## src/rtl/pool_window_sequencer.sv

```systemverilog
// pool_window_sequencer: walks a signed IMG_W x IMG_H feature map in 2x2,
// stride-2 windows. For each window it fetches four pixels from a read RAM,
// hands them to an external max unit and writes the pooled result to an
// output RAM. Optional build macro: POOL_RELU_EN (clamps negative results to 0).
module pool_window_sequencer #(
  parameter int IMG_W  = 8,
  parameter int IMG_H  = 8,
  parameter int DATA_W = 8,
  parameter int RD_AW  = 6,
  parameter int WR_AW  = 4
) (
  input  logic              clk,
  input  logic              rst_n,
  input  logic              start,
  output logic              busy,
  output logic              done,
  output logic              rd_en,
  output logic [RD_AW-1:0]  rd_addr,
  input  logic [DATA_W-1:0] rd_data,
  output logic [DATA_W-1:0] pool_a,
  output logic [DATA_W-1:0] pool_b,
  output logic [DATA_W-1:0] pool_c,
  output logic [DATA_W-1:0] pool_d,
  output logic              pool_en,
  input  logic [DATA_W-1:0] pool_op,
  input  logic              pool_done,
  output logic              wr_en,
  output logic [WR_AW-1:0]  wr_addr,
  output logic [DATA_W-1:0] wr_data
);

  typedef enum logic [2:0] {IDLE, FETCH, LAST, POOL, WB, DONE} state_t;

  // Row/column counters share the read-address width so address math never truncates.
  localparam logic [RD_AW-1:0] ROW_PITCH = RD_AW'(IMG_W);
  localparam logic [RD_AW-1:0] LAST_COL  = RD_AW'(IMG_W - 2);
  localparam logic [RD_AW-1:0] LAST_ROW  = RD_AW'(IMG_H - 2);
  localparam logic [RD_AW-1:0] STEP      = RD_AW'(2);

  state_t             state_reg, state_next;
  logic [1:0]         k_reg, k_next;
  logic [RD_AW-1:0]   r_reg, r_next;
  logic [RD_AW-1:0]   c_reg, c_next;
  logic [WR_AW-1:0]   widx_reg, widx_next;
  logic [DATA_W-1:0]  a_reg, a_next, b_reg, b_next, c_pix_reg, c_pix_next, d_reg, d_next;
  logic [RD_AW-1:0]   row_sel, col_sel, fetch_addr;
  logic [DATA_W-1:0]  pooled_val;
  logic               last_window;

  // k selects the pixel: bit 1 picks the lower row, bit 0 the right column.
  assign row_sel     = r_reg + {{(RD_AW-1){1'b0}}, k_reg[1]};
  assign col_sel     = c_reg + {{(RD_AW-1){1'b0}}, k_reg[0]};
  assign fetch_addr  = row_sel * ROW_PITCH + col_sel;
  assign last_window = (r_reg == LAST_ROW) && (c_reg == LAST_COL);

`ifdef POOL_RELU_EN
  assign pooled_val = pool_op[DATA_W-1] ? '0 : pool_op;
`else
  assign pooled_val = pool_op;
`endif

  assign busy    = (state_reg != IDLE);
  assign wr_addr = widx_reg;
  assign pool_a  = a_reg;
  assign pool_b  = b_reg;
  assign pool_c  = c_pix_reg;
  assign pool_d  = d_reg;

  // State and datapath registers; reset aborts any pass in progress.
  always_ff @(posedge clk or negedge rst_n) begin
    if (!rst_n) begin
      state_reg <= IDLE;
      k_reg     <= '0;
      r_reg     <= '0;
      c_reg     <= '0;
      widx_reg  <= '0;
      a_reg     <= '0;
      b_reg     <= '0;
      c_pix_reg <= '0;
      d_reg     <= '0;
    end else begin
      state_reg <= state_next;
      k_reg     <= k_next;
      r_reg     <= r_next;
      c_reg     <= c_next;
      widx_reg  <= widx_next;
      a_reg     <= a_next;
      b_reg     <= b_next;
      c_pix_reg <= c_pix_next;
      d_reg     <= d_next;
    end
  end

  // Next-state, pixel capture, window stepping and strobe generation.
  always_comb begin
    state_next = state_reg;
    k_next     = k_reg;
    r_next     = r_reg;
    c_next     = c_reg;
    widx_next  = widx_reg;
    a_next     = a_reg;
    b_next     = b_reg;
    c_pix_next = c_pix_reg;
    d_next     = d_reg;
    done       = 1'b0;
    rd_en      = 1'b0;
    rd_addr    = '0;
    pool_en    = 1'b0;
    wr_en      = 1'b0;
    wr_data    = '0;
    case (state_reg)
      IDLE: begin
        if (start) begin
          state_next = FETCH;
          k_next     = '0;
          r_next     = '0;
          c_next     = '0;
          widx_next  = '0;
        end
      end
      FETCH: begin
        rd_en   = 1'b1;
        rd_addr = fetch_addr;
        // Read data lags the address by one cycle, so capture trails k by one.
        case (k_reg)
          2'd1:    a_next     = rd_data;
          2'd2:    b_next     = rd_data;
          2'd3:    c_pix_next = rd_data;
          default: ;
        endcase
        k_next = k_reg + 2'd1;
        if (k_reg == 2'd3) state_next = LAST;
      end
      LAST: begin
        d_next     = rd_data;
        state_next = POOL;
      end
      POOL: begin
        pool_en    = 1'b1;
        state_next = WB;
      end
      WB: begin
        if (pool_done) begin
          wr_en     = 1'b1;
          wr_data   = pooled_val;
          widx_next = widx_reg + 1'b1;
          k_next    = '0;
          if (c_reg == LAST_COL) begin
            c_next = '0;
            r_next = (r_reg == LAST_ROW) ? '0 : r_reg + STEP;
          end else begin
            c_next = c_reg + STEP;
          end
          state_next = last_window ? DONE : FETCH;
        end
      end
      DONE: begin
        done       = 1'b1;
        state_next = IDLE;
      end
      default: state_next = IDLE;
    endcase
  end

endmodule

```

## config.mk

```make
export PLATFORM = sky130hd
export DESIGN_NAME = pool_window_sequencer
export DESIGN_NICKNAME = d
export VERILOG_FILES = /design/src/rtl/pool_window_sequencer.sv
export SDC_FILE = /design/constraint.sdc
export NUM_CORES = 1
export LEC_CHECK = 0
export BUFFER_PORTS_ARGS = -buffer_cell sky130_fd_sc_hd__buf_2
export CORE_ASPECT_RATIO = 0.9
export CORE_MARGIN = 2
export CORE_UTILIZATION = 45
export DETAILED_ROUTE_END_ITERATION = 8
export PLACE_DENSITY_LB_ADDON = 0.12
export SLEW_MARGIN = 20
export SYNTH_ARGS = -nofsm -noshare
export SYNTH_HDL_FRONTEND = slang
export SYNTH_SLANG_ARGS = --single-unit
```

## constraint.sdc

```tcl
create_clock -name clk -period 2.4 [get_ports clk]
set_clock_uncertainty 0.15 [all_clocks]
set_input_delay 0.36 -clock clk [delete_from_list [all_inputs] [get_ports clk]]
set_output_delay 0.36 -clock clk [all_outputs]
set_load 0.01 [all_outputs]
```

# Yosys cells after proc, flatten, opt, wreduce, memory -nomap -nowiden
# Cells that the tools add are included.
dict set report word_totals {
  reg_bits 53
  inputBits 20
  output_inout_bits 55
  word_cells 69
}
dict set report classes {
  add_sub_neg 7
  eq_ne 14
  mux 27
  n_reduce_logical 12
}
# operator count
set ops {}
lappend ops {{2-to-1 mux 6 bit} 7}
lappend ops {{case mux 6 bit (2 select lines)} 2}
lappend ops {{2-to-1 mux 8 bit} 2}
lappend ops {{case mux 3 bit (5 select lines)} 1}
lappend ops {{adder 6 x 2 -> 6 bit, second input constant} 2}
lappend ops {{equality test 6 x 3 -> 1 bit, second input constant} 2}
lappend ops {{2-to-1 mux 3 bit} 4}
lappend ops {{AND reduction 3 bit} 3}
lappend ops {{2-to-1 mux 4 bit} 2}
lappend ops {{!= test 2 bit, second input constant} 4}
lappend ops {{case mux 4 bit (2 select lines)} 1}
lappend ops {{adder 6 x 1 -> 6 bit} 1}
lappend ops {{adder 6 bit} 1}
lappend ops {{equality test 3 x 2 -> 1 bit, second input constant} 2}
lappend ops {{equality test 3 bit, second input constant} 2}
lappend ops {{case mux 2 bit (3 select lines)} 1}
lappend ops {{AND reduction 2 bit} 3}
lappend ops {{nonzero test 3 bit} 2}
lappend ops {{2-to-1 mux 1 bit} 5}
lappend ops {{adder 4 x 1 -> 4 bit, second input constant} 1}
lappend ops {{equality test 2 bit, second input constant} 2}
lappend ops {{2-to-1 mux 2 bit} 2}
lappend ops {{AND reduction 4 bit} 1}
lappend ops {{adder 3 x 1 -> 3 bit} 1}
lappend ops {{other kinds (6)} 6}

# Depth between registers and ports, before layout
dict set report logic_depth {
  ltp_word 5
  mapped_depth 6
  ltp_nobuf 5
}

# Worst setup path after synthesis
# No wires, ideal clock.
dict set report synth_path {
  path_type {register to output}
  from {reg r_reg[1]}
  to {out rd_addr[5]}
  arrival_ns 1.395
  required_ns 1.890
  setup_slack_ns 0.495
  stages_incl_launch_ff 6
  path_buffers 0
  path_cell_list {dfrtp_1 > ha_1 > ha_1 > a21oi_1 > xnor2_1 > nor2_1}
}
dict set report synth_via {
  elab_chain_cells 3
}
# element line
set synth_lines {}
lappend synth_lines {{start, declared} 42} ;# logic [RD_AW-1:0] r_reg, r_next;
lappend synth_lines {{start signal, assigned} 84} ;# r_reg <= r_next;
lappend synth_lines {{adder 3 x 1 -> 3 bit} 51} ;# assign row_sel = r_reg + {{(RD_AW-1){1'b0}}, k_reg[1]};
lappend synth_lines {{adder 6 bit} 53} ;# assign fetch_addr = row_sel * ROW_PITCH + col_sel;
lappend synth_lines {{2-to-1 mux 6 bit} 111} ;# case (state_reg)
lappend synth_lines {{end, declared} 18} ;# output logic [RD_AW-1:0] rd_addr,
# No other way between the ends.

# Worst setup path in the final report
# Same ends and word-level chain as after synthesis.

==> impl_summary.txt <==
----------------------------------------------------
[Outcome]
  Outcome ... finished clean

[Timing]
  Min cycle time layout ... 2.31 ns
  Number of endpoints failing setup at the final stage ... 0
  Final hold violations ... 0
  Slew margin rel. ... 58.0%
  Worst-margin pin slew ... 0.630 ns
  Final-layout worst hold slack ... 0.0115 ns
  Final worst path period share ... 96.4%
  Maximum clock rate ... 432 MHz
  Number of max-slew violations in the final report ... 0
  Final-layout setup total negative slack ... 0 ns
  Unrepaired setup endpoints after global routing ... false

[Floorplanning]
  Ports placed on the boundary ... 75
  Starting Density ... 46.4%
  Cell Rows ... 25
  Placeable core region ... 5260 sq um
  Overall die width ... 81.6 microns
  Die area ... 6030 sq um
  Chip Height ... 73.9 microns

[Layout]
  Count of filler cells inserted in the layout ... 491
  Share of final-layout standard cells stronger than drive strength 1 ... 44.6%
  Total non-filler cell area in the finished layout ... 3030 sq um
  Growth of design area from synthesis to finish ... 24.2%
  Number of antenna diodes ... 0
  Total Nets Final ... 315

[Placed design]
  RD Place Congestion ... 0.787
  Port Buffer Count ... 74
  Post-DP HPWL ... 3.65 mm
  Placed cell areas ... 2880 sq um

[Critical path]
  Series of cell instances along the critical path ... ha_1 -> ha_1 -> a21oi_2 -> xnor2_1 -> nor2_1 -> buf_2
  Arr. time, crit path ... 1.80 ns
  Crit. End Element ... output port
  Kind of cell with the highest combined delay on the critical path ... adder cells
  Slowest stage cell on the critical path ... sky130_fd_sc_hd__dfrtp_2
  Buf+Inv Stages, Crit Path ... 1
  Maximum cell stage delay along the critical path ... 0.41 ns
  Most common cell type on the critical path ... sky130_fd_sc_hd__ha_1
  Maximum net fanout on the critical path ... 2
  Startpoint type of the worst setup path ... flip-flop
  CP Class ... reg2out
  Worst endpoint required time ... 1.89 ns

[Logic synthesis]
  Synth Warn # ... 0
  Most frequent cell after synthesis ... sky130_fd_sc_hd__dfrtp_1
  Synth Area in Simple Gates ... 14.6%
  Cell accounting for the most synthesized area ... sky130_fd_sc_hd__dfrtp_1
  Multiplexer fraction of the synthesized cell area ... 15.2%
  Synth cell count leaders ... sky130_fd_sc_hd__dfrtp_1, sky130_fd_sc_hd__mux2_2, sky130_fd_sc_hd__nor2_1
  Post-synth ARST share ... 100%
  Distinct cell type count after synthesis ... 41
  Post-Synthesis Net Count ... 237
  Xor and xnor fraction of the mapped netlist area ... 2.51%
  Post-Synth Adder-Cell Area ... 4.62%
  Number of enable-type register cells in the synthesized netlist ... 0
  Synth area leaders ... sky130_fd_sc_hd__dfrtp_1, sky130_fd_sc_hd__mux2_2, sky130_fd_sc_hd__ha_1
  Seq cells post-synth ... 51
  Top cell type's share of synthesized area ... 52.3%
  Number of instances in the synthesized netlist ... 208
  Avg Cell Area, Syn ... 11.7 sq um
  Compound-cell area share of the yosys netlist ... 7.59%
  Most used flip-flop cell after synthesis ... sky130_fd_sc_hd__dfrtp_1
  Area of the mapped netlist ... 2440 sq um
  Register area share after synthesis ... 52.3%
  Main combinational cell family by area after synthesis ... multiplexers

[Job]
  Count of max-cap constraint violations ... 0

[Route]
  Mean routed wirelength per cell ... 14.3 microns
  Total iterations of the first detailed-routing run ... 4
  DRC violations left ... 0
  DRT antenna net count ... 0
  Iteration-0 DRC count of the detailed router ... 48
  Via density per instance ... 5.21
  Total vias in the final route ... 1845
  Total Routed Length ... 5.08 mm

[Global routing]
  Via count of the first global-routing pass ... 1752
  Initial antenna violation count ... 0
  GR Overflow Total ... 0
  Global-route wire length before repair ... 8.31 mm
  Pin count of the biggest net entering global routing ... 52
  GRT Util Overall ... 17.9%

[CTS]
  TritonCTS clock tree ... built
  TritonCTS Buffers ... 5
  H-tree depth reported by CTS ... 2
  Clock transition at the registers of the reported paths ... 0.09 ns
  Maximum clock path buffer count ... 2
  Number of clock sinks ... 51
  Insertion delay to the later sink of the worst-skew pair ... 0.30 ns
  Clock root buffer ... sky130_fd_sc_hd__clkbuf_8

[Power and ir drop]
  Leakage power ... 1.54 nW
  Total power per unit cell area ... 1230 nW/um^2
  Largest voltage drop on the vdd net ... 725 uV

[Worst hold path]
  Path type of the worst min-delay path ... in2async

----------------------------------------------------
[cell type report]
class	count	area [sq um]	share of cell area, %
clock buffer	6	72.6	2.40
timing repair buffer	81	423	14.0
sequential	51	1280	42.2
clock inverter	2	60.1	1.98
tap	67	83.8	2.77
inverter	5	18.8	0.620
multi-input combinational	142	1090	36.1
[worst paths after layout]
check / from / endpoint / slack [ns] / cells after the start
max: r_reg[1] / rd_addr[5] / 0.09 / 6
min: rst_n / pool_b[2] / 0.01 / 2
max reg2reg: state_reg[2] / pool_c[2] / 0.41 / 3
min reg2reg: pool_b[1] / pool_b[1] / 0.36 / 1
max in group asynchronous: rst_n / r_reg[1] / 1.64 / 2
min in group clk: rd_data[0] / pool_a[0] / 0.18 / 2
[per-layer routing]
| metal | routed length [microns] | global-route usage, % | vias up |
|---|---|---|---|
| li1 | - | - | 893 |
| met1 | 2510 | 26.0 | 885 |
| met2 | 2200 | 27.1 | 63 |
| met3 | 335 | 4.79 | 4 |
| met4 | 35 | 3.89 | 0 |
| met5 | 0 | 0 | - |
[where the power goes]
group	total (W)	internal (W)	switching, W
sequential	0.00144	0.00121	0.000232
clock	0.000692	0.000417	0.000275
combinational	0.00159	0.000785	0.000803
[cell families after synthesis]
family | count (synthesis)
multiplexers | 33
adder cells (fa/ha/maj) | 9
AND/OR/NAND/NOR | 64
AO/OA/AOI/OAI | 28
flip-flops | 51
buffers and inverters | 15
XOR/XNOR | 7
other | 1
[through the flow]
step | instances | total power (W) | setup slack [ns] | utilization, %
final | 354 | 0.00372 | 0.0865 | 57.6
after global routing | 354 | 0.00402 | 0.0203 | 57.6
after CTS | 353 | 0.00376 | 0.0274 | 57.4
after detailed placement | 345 | 0.00306 | 0.369 | 54.9
after global placement | 345 | 0.00302 | 0.391 | 54.9
after floorplan | 208 | 0.00245 | 0.495 | -
[cells in the final DEF (no fill, tap or decap), drive strengths merged, types with 2 or more instances in the layout]
cell type,count
xor2,4
nor4,2
ha,9
o21ai,10
buf,81
nor3,2
dfrtp,51
nand2,8
xnor2,3
a21oi,5
nor2b,2
clkbuf,6
nor2,16
mux2,33
and2,10
and3,9
nand4,2
o31ai,4
bufinv,2
inv,5
nand3,6
[what timing repair did]
| item | CTS | global route |
|---|---|---|
| gates resized for setup | 0 | 2 |
| hold buffers | 0 | 0 |
| setup buffers | 0 | 1 |
| setup endpoints to repair | 0 | 1 |
No activity file was read; power rests on OpenSTA's default activity.
